--- config.mk ---
export PLATFORM = sky130hd
export DESIGN_NAME = huff_enc_arbiter_flat
export DESIGN_NICKNAME = d
export VERILOG_FILES = /design/src/rtl/huff_pkg.sv /design/src/rtl/huff_enc_arbiter_if.sv /design/src/rtl/rr_arbiter.sv /design/src/rtl/huff_enc_arbiter.sv /design/src/flat_wrapper.sv
export SDC_FILE = /design/constraint.sdc
export NUM_CORES = 1
export LEC_CHECK = 0
export ABC_AREA = 1
export CAP_MARGIN = 20
export CORE_MARGIN = 5
export CORE_UTILIZATION = 45
export CTS_CLUSTER_SIZE = 28
export DETAILED_ROUTE_END_ITERATION = 7
export PLACE_DENSITY_LB_ADDON = 0.12
export SLEW_MARGIN = 20
export SYNTH_ARGS = -nofsm -noshare
export SYNTH_HDL_FRONTEND = slang
export SYNTH_SLANG_ARGS = --single-unit
--- constraint.sdc ---
create_clock -name clk -period 3.2 [get_ports clk]
set_clock_uncertainty 0.15 [all_clocks]
set_input_delay 0.64 -clock clk [delete_from_list [all_inputs] [get_ports clk]]
set_output_delay 0.64 -clock clk [all_outputs]
set_load 0.01 [all_outputs]
--- src/rtl/huff_pkg.sv ---
// ---------------------------------------------------------------------------
// huff_pkg
// Shared definitions for the Huffman encoder arbiter slice:
//   - FSM state encoding (legacy-compatible localparam constants)
//   - default symbol data width, width-field width and packet length limit
//   - byte width used for tail padding
//   - clog2 helper used to size requester IDs and counters
// No ports (package).
// ---------------------------------------------------------------------------
package huff_pkg;

  localparam int BYTE_W      = 8;
  localparam int DEF_W       = 8;
  localparam int DEF_C       = 4;
  localparam int DEF_MAX_SYM = 255;

  typedef logic [1:0] arb_state_t;

  localparam arb_state_t ST_IDLE   = 2'd0;
  localparam arb_state_t ST_HDR    = 2'd1;
  localparam arb_state_t ST_STREAM = 2'd2;
  localparam arb_state_t ST_PAD    = 2'd3;

  // Ceiling log2; returns 0 for values of 0 or 1.
  function automatic int clog2(input int value);
    int res;
    res = 0;
    while ((1 << res) < value) begin
      res = res + 1;
    end
    return res;
  endfunction

endpackage

--- src/rtl/huff_enc_arbiter_if.sv ---
// ---------------------------------------------------------------------------
// huff_enc_arbiter_if
// Bundles the requester-side handshake and the packer-side symbol bus of the
// Huffman encoder arbiter.
//   req_valid [N]    per-requester symbol valid
//   req_last  [N]    symbol closes its packet
//   req_data  [N*W]  packed MSB-aligned codes, requester i at [i*W +: W]
//   req_width [N*C]  packed code lengths, requester i at [i*C +: C]
//   req_ready [N]    symbol accepted when valid & ready
//   enc_d     [W]    symbol to packer
//   enc_w     [C]    symbol length to packer
//   enc_en           symbol strobe to packer
//   grant_id  [ID_W] currently / last granted requester
//   pkt_done         packet fully issued (padding included)
//   err              sticky error flag
// Modports: master = requesters + packer side (drives requests),
//           slave  = arbiter.
// ---------------------------------------------------------------------------
interface huff_enc_arbiter_if
  import huff_pkg::*;
#(
  parameter int N = 4,
  parameter int W = DEF_W,
  parameter int C = DEF_C
);

  localparam int ID_W = clog2(N);

  logic [N-1:0]    req_valid;
  logic [N-1:0]    req_last;
  logic [N*W-1:0]  req_data;
  logic [N*C-1:0]  req_width;
  logic [N-1:0]    req_ready;

  logic [W-1:0]    enc_d;
  logic [C-1:0]    enc_w;
  logic            enc_en;
  logic [ID_W-1:0] grant_id;
  logic            pkt_done;
  logic            err;

  modport master (
    output req_valid, req_last, req_data, req_width,
    input  req_ready, enc_d, enc_w, enc_en, grant_id, pkt_done, err
  );

  modport slave (
    input  req_valid, req_last, req_data, req_width,
    output req_ready, enc_d, enc_w, enc_en, grant_id, pkt_done, err
  );

endinterface

--- src/rtl/rr_arbiter.sv ---
// ---------------------------------------------------------------------------
// rr_arbiter
// Purely combinational round-robin pick: returns the first set request bit
// strictly after ptr, searching cyclically. The pointer register is owned by
// the parent so it only moves when a grant is actually taken.
//   req     [N]    request vector
//   ptr     [ID_W] last granted index
//   gnt     [N]    one-hot grant (all zero when no request)
//   gnt_idx [ID_W] index of the granted bit (0 when no request)
// ---------------------------------------------------------------------------
module rr_arbiter
  import huff_pkg::*;
#(
  parameter int N    = 4,
  parameter int ID_W = clog2(N)
) (
  input  logic [N-1:0]    req,
  input  logic [ID_W-1:0] ptr,
  output logic [N-1:0]    gnt,
  output logic [ID_W-1:0] gnt_idx
);

  int              cand;
  logic [ID_W-1:0] cand_idx;

  // Walk offsets from farthest to nearest so the nearest requester after
  // ptr overwrites any earlier hit; offset N wraps back to ptr itself.
  always_comb begin
    gnt_idx  = '0;
    cand     = 0;
    cand_idx = '0;
    for (int off = N; off >= 1; off--) begin
      cand     = (int'(ptr) + off) % N;
      cand_idx = ID_W'(cand);
      if (req[cand_idx]) begin
        gnt_idx = cand_idx;
      end
    end
    gnt = '0;
    if (req != '0) begin
      gnt[gnt_idx] = 1'b1;
    end
  end

endmodule

--- src/rtl/huff_enc_arbiter.sv ---
// ---------------------------------------------------------------------------
// huff_enc_arbiter
// Round-robin scheduler sharing one Huffman bit-packer among N symbol
// streams. A requester keeps the grant for a whole packet; its symbols are
// forwarded one per clock and the packet tail is zero-padded to a byte
// boundary so packed bytes never mix two packets.
//
// Optional feature: define HUFF_ARB_HDR_EN to prefix every packet with a
// clog2(N)-bit channel-ID symbol (HDR state). Undefined: payload only.
//
// Ports:
//   clk   clock, rising edge
//   rst   synchronous active-high reset
//   bus   huff_enc_arbiter_if.slave (requests in, packer symbols out)
// ---------------------------------------------------------------------------
module huff_enc_arbiter
  import huff_pkg::*;
#(
  parameter int N       = 4,
  parameter int W       = DEF_W,
  parameter int C       = DEF_C,
  parameter int MAX_SYM = DEF_MAX_SYM
) (
  input  logic              clk,
  input  logic              rst,
  huff_enc_arbiter_if.slave bus
);

  localparam int ID_W = clog2(N);
  localparam int BC_W = clog2(BYTE_W);
  localparam int SC_W = clog2(MAX_SYM + 1);

  localparam logic [C-1:0]    W_AS_C = C'(W);
  localparam logic [SC_W-1:0] MAX_SC = SC_W'(MAX_SYM);

  arb_state_t      state;
  logic [ID_W-1:0] rr_ptr;
  logic [ID_W-1:0] grant_id;
  logic [BC_W-1:0] bit_cnt;
  logic [SC_W-1:0] sym_cnt;

  logic [W-1:0]    enc_d;
  logic [C-1:0]    enc_w;
  logic            enc_en;
  logic            pkt_done;
  logic            err;

  logic [N-1:0]    arb_gnt;
  logic [ID_W-1:0] arb_idx;

  logic            sel_valid;
  logic            sel_last;
  logic [W-1:0]    sel_data;
  logic [C-1:0]    sel_width;

  logic            handshake;
  logic            sym_fwd;
  logic            sym_wide;
  logic            cnt_hit;
  logic            pkt_end;
  logic [C-1:0]    eff_w;
  logic [BC_W-1:0] bit_next;
  logic [SC_W-1:0] sym_next;

  rr_arbiter #(
    .N    (N),
    .ID_W (ID_W)
  ) u_rr (
    .req     (bus.req_valid),
    .ptr     (rr_ptr),
    .gnt     (arb_gnt),
    .gnt_idx (arb_idx)
  );

  // Pick out the granted requester's symbol fields.
  always_comb begin
    sel_valid = 1'b0;
    sel_last  = 1'b0;
    sel_data  = '0;
    sel_width = '0;
    for (int i = 0; i < N; i++) begin
      if (grant_id == ID_W'(i)) begin
        sel_valid = bus.req_valid[i];
        sel_last  = bus.req_last[i];
        sel_data  = bus.req_data[i*W +: W];
        sel_width = bus.req_width[i*C +: C];
      end
    end
  end

  // Ready depends on registered state only, never on req_valid.
  always_comb begin
    bus.req_ready = '0;
    if (state == ST_STREAM) begin
      bus.req_ready[grant_id] = 1'b1;
    end
  end

  // Per-symbol bookkeeping. Oversized widths are clamped to W; the bit
  // counter only needs the position within the current byte, so the add
  // simply wraps. Zero-width symbols are dropped and leave both counters.
  always_comb begin
    handshake = (state == ST_STREAM) && sel_valid;
    sym_fwd   = (sel_width != '0);
    sym_wide  = (sel_width > W_AS_C);
    eff_w     = sym_wide ? W_AS_C : sel_width;
    bit_next  = sym_fwd ? (bit_cnt + BC_W'(eff_w)) : bit_cnt;
    sym_next  = sym_fwd ? (sym_cnt + SC_W'(1)) : sym_cnt;
    cnt_hit   = sym_fwd && (sym_next == MAX_SC);
    pkt_end   = sel_last || cnt_hit;
  end

  // Main FSM and registered packer outputs. Strobes default low every cycle;
  // a packet ends either into PAD (byte not yet full) or straight back to
  // IDLE with pkt_done riding on the final symbol. A packet cut short by the
  // symbol limit flags err but leaves the requester's remaining symbols for
  // a later grant.
  always_ff @(posedge clk) begin
    if (rst) begin
      state    <= ST_IDLE;
      rr_ptr   <= ID_W'(N - 1);
      grant_id <= '0;
      bit_cnt  <= '0;
      sym_cnt  <= '0;
      enc_d    <= '0;
      enc_w    <= '0;
      enc_en   <= 1'b0;
      pkt_done <= 1'b0;
      err      <= 1'b0;
    end else begin
      enc_en   <= 1'b0;
      pkt_done <= 1'b0;
      enc_d    <= '0;
      enc_w    <= '0;
      case (state)
        ST_IDLE: begin
          if (arb_gnt != '0) begin
            grant_id <= arb_idx;
            rr_ptr   <= arb_idx;
            bit_cnt  <= '0;
            sym_cnt  <= '0;
`ifdef HUFF_ARB_HDR_EN
            state    <= ST_HDR;
`else
            state    <= ST_STREAM;
`endif
          end
        end
`ifdef HUFF_ARB_HDR_EN
        ST_HDR: begin
          enc_en  <= 1'b1;
          enc_d   <= W'(grant_id) << (W - ID_W);
          enc_w   <= C'(ID_W);
          bit_cnt <= BC_W'(ID_W);
          state   <= ST_STREAM;
        end
`endif
        ST_STREAM: begin
          if (handshake) begin
            if (sym_fwd) begin
              enc_en <= 1'b1;
              enc_d  <= sel_data;
              enc_w  <= eff_w;
            end
            bit_cnt <= bit_next;
            sym_cnt <= sym_next;
            if (sym_wide || (cnt_hit && !sel_last)) begin
              err <= 1'b1;
            end
            if (pkt_end) begin
              if (bit_next != '0) begin
                state <= ST_PAD;
              end else begin
                state    <= ST_IDLE;
                pkt_done <= 1'b1;
              end
            end
          end
        end
        ST_PAD: begin
          enc_en   <= 1'b1;
          enc_w    <= C'(BYTE_W) - C'(bit_cnt);
          pkt_done <= 1'b1;
          state    <= ST_IDLE;
        end
        default: begin
          state <= ST_IDLE;
        end
      endcase
    end
  end

  assign bus.enc_d    = enc_d;
  assign bus.enc_w    = enc_w;
  assign bus.enc_en   = enc_en;
  assign bus.grant_id = grant_id;
  assign bus.pkt_done = pkt_done;
  assign bus.err      = err;

endmodule

--- src/flat_wrapper.sv ---
// flat-port wrapper written by rule: the top's interface ports become plain ports
module huff_enc_arbiter_flat import huff_pkg::*;
#(
  parameter int N       = 4,
  parameter int W       = DEF_W,
  parameter int C       = DEF_C,
  parameter int MAX_SYM = DEF_MAX_SYM
)
  (clk, rst, bus_req_valid, bus_req_last, bus_req_data, bus_req_width, bus_req_ready, bus_enc_d, bus_enc_w, bus_enc_en, bus_grant_id, bus_pkt_done, bus_err);
  huff_enc_arbiter_if #(.N(N), .W(W), .C(C)) bus_i ();
  input  logic clk;
  input  logic rst;
  input wire logic [$bits(bus_i.req_valid)-1:0] bus_req_valid;
  input wire logic [$bits(bus_i.req_last)-1:0] bus_req_last;
  input wire logic [$bits(bus_i.req_data)-1:0] bus_req_data;
  input wire logic [$bits(bus_i.req_width)-1:0] bus_req_width;
  output wire logic [$bits(bus_i.req_ready)-1:0] bus_req_ready;
  output wire logic [$bits(bus_i.enc_d)-1:0] bus_enc_d;
  output wire logic [$bits(bus_i.enc_w)-1:0] bus_enc_w;
  output wire logic [$bits(bus_i.enc_en)-1:0] bus_enc_en;
  output wire logic [$bits(bus_i.grant_id)-1:0] bus_grant_id;
  output wire logic [$bits(bus_i.pkt_done)-1:0] bus_pkt_done;
  output wire logic [$bits(bus_i.err)-1:0] bus_err;
  assign bus_i.req_valid = bus_req_valid;
  assign bus_i.req_last = bus_req_last;
  assign bus_i.req_data = bus_req_data;
  assign bus_i.req_width = bus_req_width;
  assign bus_req_ready = bus_i.req_ready;
  assign bus_enc_d = bus_i.enc_d;
  assign bus_enc_w = bus_i.enc_w;
  assign bus_enc_en = bus_i.enc_en;
  assign bus_grant_id = bus_i.grant_id;
  assign bus_pkt_done = bus_i.pkt_done;
  assign bus_err = bus_i.err;
  huff_enc_arbiter #(.N(N), .W(W), .C(C), .MAX_SYM(MAX_SYM)) u_core (.clk(clk), .rst(rst), .bus(bus_i));
endmodule
==> results.txt, run 1 <==
Rows: 25
Post-synth top cells: 85 x nand2_1, 35 x inv_1, 32 x dfxtp_1, 27 x a21oi_1, 26 x nor2_1
Inserted Clock Buffers: 5
Clock Tree Root: clkbuf_8
Power Total: 0.00240 W
Hold/Removal Path Class: flop to flop
Die ar.: 0.00641 mm^2
Clk sinks: 32
Starting Density: 46.4%
Met2 WL: 3060 um
Nets@finish: 471
Crit path DAT: 2.10 ns
Top-area cell type share of the netlist area: 29.0%
DRT met1 WL: 3000 um
Worst path depth: 7
CP endpoint kind: primary output
Final Cycle Share: 90.2%
GRT overflow: 0
CTS tree: yes
Antenna-violating nets left: 0
Final Hold Fails: 0
Vias in the first global route: 2,271
Setup violators final: 0
Slew @ Worst Pin: 0.673 ns
Synth area leaders: dfxtp_1 29%, nand2_1 14%, a21oi_1 6.1%
Final min period: 2.89 ns
DRT Wirelength: 6520 um
DR WL/cell: 13.7 um
Unrepaired setup endpoints after global routing: no
Yosys reg bits: 32
Syn avg cell area: 6.82 um^2
Chip height: 80.1 um
Status: completed
Routed vias/inst: 5.05
Combinational share of power: 60.1%
Die X: 80.1 um
Switching Share: 45.9%
Largest delay share family, worst path: buffers and inverters
NetSw: 0.00110 W
Primary FF master, synth: dfxtp_1
FF+latch area: 641 um^2
Clk slew on worst S/H paths: 0.07 ns
Seq/Total Area, Yosys: 29.0%
GRT Util Overall: 21.8%
Lkg Pwr: 1.37 nW
Slew HR: 54.8%
Wire length on met3: 371 um
Max clock buf depth: 2
P_int: 0.00130 W
Slowest cell delay on critical path: 0.56 ns
Worst-case hold path end point: u_core.bus.err$_SDFFE_PP0P_
Final core occ: 66.8%
First DRT Iteration DRCs: 101
Port-buffer cells: 78
Crit-path max FO: 9
R2R setup slack: 0.39 ns
Top cell type by total area after synthesis: dfxtp_1
Worst Reg-to-Reg Cells: 20
Area grow syn2layout: 43.8%
Clock power frac: 16.3%
Post-cts sizing count: 0
Buf+Inv Stages, Crit Path: 5
DP HPWL: 5120 um
DRC: 0
Required @ worst endpoint: 2.41 ns
Worst path most repeated cell: buf_4
Maximum vdd drop: 0.467 mV
Fin. max-slew vios: 0
Synth Cell Area: 0.00221 mm^2
EDFF count, synth: 0
Core Area: 0.00475 mm^2
Htree depth: 2
Fill cell count: 441
Worst skew pair latency: 0.28 ns
RePlAce Congestion: 0.854
Top routing layer in use: met4
Antenna violations before repair: 0
Max Cap Viol: 0
DR vias: 2,409
CP max stage cell: clkdlybuf4s50_1
Sequential group share of total power: 23.6%
Min-delay src: u_core.bus.err$_SDFFE_PP0P_
Cells after synthesis: 324
First-pass detailed-route iteration total: 4
Hold path cells: 2
Layout cell share with drive strength beyond 1: 13.2%
Setup bufs post-CTS: 0
Multi-input logic area: 0.00132 mm^2
Worst-path cell chain: buf_4, buf_4, nor2_2, buf_4, inv_1, nor2_1, clkdlybuf4s50_1
Yosys warns: 0
N_diodes: 0
Most common cell in the synthesized netlist: nand2_1
CP Launch Type: flop
Pin count of the biggest net entering global routing: 23
Reg2reg start: u_core.bus.grant_id[0]$_SDFFE_PP0P_
Final TNS setup: 0 ns
Reg2reg end: u_core.state[1]$_SDFFE_PP0P_
Pwr dens: 756 mW/mm^2
Mapped Nets: 386
Fmax: 347 MHz
Hold-fix buffers, CTS: 0
IO Pins: 79
Fin Hold WS: 0.311 ns
First-pass GRT wire length: 11,000 um
Path type of the worst setup path: flop to primary output
Synth unique cells: 38
FFs w/ async S/R, synth: 0%
==> tightest hold or removal path, cell delays in order, from the launching register on <==
cell and delay, ns:
dfxtp_1 0.31, inv_1 0.06, a21oi_2 0.05
==> routing by layer <==
| layer | vias up | global-route usage (%) |
|---|---|---|
| met5 | - | 0 |
| met1 | 1087 | 28.3 |
| met4 | 0 | 7.26 |
| met3 | 8 | 3.59 |
| met2 | 67 | 36.6 |
| li1 | 1247 | - |
==> state kept, by name, summed over array words and instances, names as in the netlist <==
signal / count
u_core.rr_ptr: 2
u_core.bus.enc_w: 4
u_core.sym_cnt: 8
u_core.bus.pkt_done: 1
u_core.bit_cnt: 3
u_core.state: 2
u_core.bus.enc_en: 1
u_core.bus.enc_d: 8
u_core.bus.grant_id: 2
u_core.bus.err: 1
==> cell families (layout without fill, tap and decap cells) <==
group | after synthesis | in the layout | synth area share (%)
and+or+nand+nor | 165 | 165 | 37.1
AOI/OAI and AO/OA | 63 | 63 | 17.6
buffers and inverters | 54 | 140 | 11.3
DFF | 32 | 32 | 29.0
xor gates and xnor gates | 6 | 6 | 2.38
adders and majority gates | 4 | 4 | 2.61
==> power groups by stage <==
| stage | registers (W) | logic, W | clock network, W |
|---|---|---|---|
| finish | 0.000567 | 0.00144 | 0.000390 |
| global route | 0.000581 | 0.00163 | 0.000422 |
| CTS | 0.000566 | 0.00145 | 0.000404 |
| detailed placement | 0.000573 | 0.00144 | 0 |
| global placement | 0.000572 | 0.00142 | 0 |
| floorplan | 0.000557 | 0.00102 | 0 |
==> layout by cell type (no fill, tap or decap), types with 4 or more instances in the layout <==
cell type        count
a21oi_1             27
a221oi_1             7
buf_4               10
clkbuf_8             5
clkdlybuf4s50_1     78
dfxtp_1             32
inv_1               35
inv_2                8
nand2_1             85
nand2_2              4
nand3_1             22
nand3_2              6
nand4_1              4
nor2_1              26
nor2_4               4
o21ai_0             11
xor2_1               4
==> how the worst max path moves through the flow <==
stage / startpoint / end / slack [ns]
global route: u_core.bus.grant_id[0]$_SDFFE_PP0P_ / u_core.state[1]$_SDFFE_PP0P_ / 0.1
floorplan: bus_req_width[9] / u_core.state[1]$_SDFFE_PP0P_ / 0.56
CTS: u_core.bus.grant_id[0]$_SDFFE_PP0P_ / bus_req_ready[2] / 0.29
finish: u_core.bus.grant_id[0]$_SDFFE_PP0P_ / bus_req_ready[2] / 0.31
global placement: bus_req_width[0] / u_core.state[1]$_SDFFE_PP0P_ / 0.11
detailed placement: bus_req_width[0] / u_core.state[1]$_SDFFE_PP0P_ / 0.08
==> metrics by stage <==
stage	instance area [um^2]	cells	setup WS, ns
global placement	3060	469	0.109
detailed placement	3060	469	0.0840
finish	3180	477	0.315
floorplan	2210	324	0.563
CTS	3180	477	0.293
global route	3180	477	0.0999
==> area by class of cell <==
type | count | area share (%)
clock buffer | 5 | 2.17
clock inverter | 3 | 1.34
inverter | 44 | 5.20
multi-input combinational | 238 | 41.5
sequential | 32 | 20.2
tap | 67 | 2.64
timing repair buffer | 88 | 27.0
No activity file was read; power rests on OpenSTA's default activity.
==> inputs of run 2 (changes only) <==
--- a/config.mk
+++ b/config.mk
@@ -6,8 +6,8 @@
 export NUM_CORES = 1
 export LEC_CHECK = 0
 export ABC_AREA = 1
+export ABC_CLOCK_PERIOD_IN_PS = 3200
 export CAP_MARGIN = 20
-export CORE_MARGIN = 5
 export CORE_UTILIZATION = 45
 export CTS_CLUSTER_SIZE = 28
 export DETAILED_ROUTE_END_ITERATION = 7
==> results.txt, run 2 (synthesized netlist as in run 1, its figures left out) <==
DP HPWL: 4970 um (-2.9%)
Unrepaired setup endpoints after global routing: no
Slew HR: 53.1% (-1.6 points)
Max Cap Viol: 0 (unchanged)
GRT Util Overall: 26.3% (+4.5 points)
Nets@finish: 471 (unchanged)
Clk sinks: 32 (unchanged)
Commonest non-fill, non-tap cell in the layout: nand2_1
Die X: 72.1 um (-10%)
Crit path DAT: 2.84 ns (+0.74 ns)
N_diodes: 0 (unchanged)
Chip height: 72.1 um (-10%)
Pwr dens: 744 mW/mm^2 (-1.5%)
First-pass detailed-route iteration total: 5 (+1)
Commonest cells after routing, fill and taps aside: 85 x nand2_1, 78 x clkdlybuf4s50_1, 35 x inv_1, 32 x dfxtp_1, 27 x a21oi_1
Fin. max-slew vios: 0 (unchanged)
Fmax: 355 MHz (+2.3%)
Post-cts sizing count: 0 (unchanged)
Slew @ Worst Pin: 0.698 ns (+0.0242 ns)
DR WL/cell: 13.3 um (-2.3%)
Core Area: 0.00472 mm^2 (-0.66%)
Htree depth: 2 (unchanged)
Max clock buf depth: 2 (unchanged)
DRC: 0 (unchanged)
Maximum vdd drop: 0.437 mV (-6.2%)
Rows: 25 (unchanged)
Worst Reg-to-Reg Cells: 20 (unchanged)
IO Pins: 79 (unchanged)
Final TNS setup: 0 ns (unchanged)
CP Launch Type: input port
Combinational share of power: 61.9% (+1.8 points)
Antenna violations before repair: 0 (unchanged)
Setup violators final: 0 (unchanged)
Vias in the first global route: 2,250 (-0.92%)
Area grow syn2layout: 42.8%
Die ar.: 0.00519 mm^2 (-19%)
Worst skew pair latency: 0.28 ns (about the same)
CTS tree: yes
First-pass GRT wire length: 10,600 um (-3.4%)
Routed vias/inst: 5.10 (+1.0%)
Hold-fix buffers, CTS: 0 (unchanged)
NetSw: 0.00110 W (+0.17%)
Inst Count DP: 469 (unchanged)
Hold path cells: 2 (unchanged)
Clock Tree Root: clkbuf_8
Final min period: 2.82 ns (-0.0657 ns)
RePlAce Congestion: 0.888 (+4.0%)
Required @ worst endpoint: 3.22 ns (+0.81 ns)
Antenna-violating nets left: 0 (unchanged)
Biggest regs: u_core.bus.enc_d x8, u_core.sym_cnt x8, u_core.bus.enc_w x4
DR vias: 2,434 (+1.0%)
Setup bufs post-CTS: 0 (unchanged)
Power Total: 0.00235 W (-2.2%)
First DRT Iteration DRCs: 110 (+8.9%)
Path type of the worst setup path: input port to flop
Status: completed
Clk slew on worst S/H paths: 0.07 ns (about the same)
P_int: 0.00124 W (-4.2%)
DRT Wirelength: 6370 um (-2.3%)
Non-Filler Instances: 477 (unchanged)
Clock power frac: 13.9% (-2.4 points)
Layout cell share with drive strength beyond 1: 12.7% (-0.49 points)
Inserted Clock Buffers: 5 (unchanged)
Port-buffer cells: 78 (unchanged)
CP endpoint kind: flop
Final Cycle Share: 88.1% (-2.1 points)
GRT overflow: 0 (unchanged)
Final Hold Fails: 0 (unchanged)
Switching Share: 47.0% (+1.1 points)
Pin count of the biggest net entering global routing: 23 (unchanged)
Sequential group share of total power: 24.2% (+0.6 points)
Hold/Removal Path Class: flop to flop
Lkg Pwr: 1.36 nW (-0.63%)
Crit-path max FO: 3 (-6)
Starting Density: 46.8% (+0.31 points)
run 2: cell count changes in the layout (fill, tap and decap cells not counted), sizes merged:
cell,previous run,this run
bufinv,1,0
clkinv,2,1
clkbuf,5,8
clkinvlp,1,0
run 2: final timing paths:
check,slack [ns],start,to
max,0.38,bus_req_width[0],u_core.state[1]$_SDFFE_PP0P_
min,0.33,u_core.bus.err$_SDFFE_PP0P_,u_core.bus.err$_SDFFE_PP0P_
max reg2reg,0.42,u_core.bus.grant_id[0]$_SDFFE_PP0P_,u_core.state[1]$_SDFFE_PP0P_
min reg2reg,0.33,u_core.bus.err$_SDFFE_PP0P_,u_core.bus.err$_SDFFE_PP0P_
run 2: area by class of cell:
type | instances | area (um^2)
clock buffers | 8 | 90.1
inverters | 44 | 165
flip-flops and latches | 32 | 641
well taps | 67 | 83.8
multi-input cells | 238 | 1320
repair buffers | 88 | 856
fillers | 434 | 1570
run 2: worst max-delay path, cell delays in order:
cell	delay, ns
clkdlybuf4s50_1	0.40
inv_1	0.05
nand2_1	0.04
nand3_1	0.10
nand2_2	0.09
inv_1	0.06
nand3_1	0.06
nand2_1	0.07
nand2_1	0.05
inv_1	0.06
ha_1	0.14
inv_1	0.05
fa_1	0.50
a21oi_2	0.06
nor2_1	0.14
nand3_2	0.10
nand2_1	0.06
nand2_1	0.04
nor2_1	0.08
nor2_1	0.04
run 2: power groups by stage:
| stage | clock (W) | combinational (W) | sequential (W) |
|---|---|---|---|
| floorplan | 0 | 0.00102 | 0.000557 |
| global placement | 0 | 0.00143 | 0.000570 |
| detailed placement | 0 | 0.00145 | 0.000574 |
| CTS | 0.000339 | 0.00146 | 0.000566 |
| global route | 0.000354 | 0.00162 | 0.000580 |
| finish | 0.000327 | 0.00145 | 0.000567 |
run 2: metrics by stage:
stage          instance area [um^2]  utilization [%]  setup WS [ns]  hold slack [ns]
3_3_place_gp                   3060             64.9          0.116            0.308
6_report                       3150             66.8          0.381            0.328
5_1_grt                        3150             66.8         0.0773            0.349
2_1_floorplan                  2210                -          0.563            0.308
3_5_place_dp                   3060             64.9         0.0751            0.312
4_1_cts                        3150             66.8          0.378            0.324
run 2: layer usage:
layer | GRT usage (%) | part of all wire, % | vias up | routed length (um)
li1 | - | - | 1240 | -
met1 | 33.2 | 45 | 1094 | 2870
met2 | 44.5 | 46 | 92 | 2920
met3 | 5.97 | 7.8 | 8 | 495
met4 | 8.28 | 1.2 | 0 | 78
met5 | 0 | 0 | - | 0
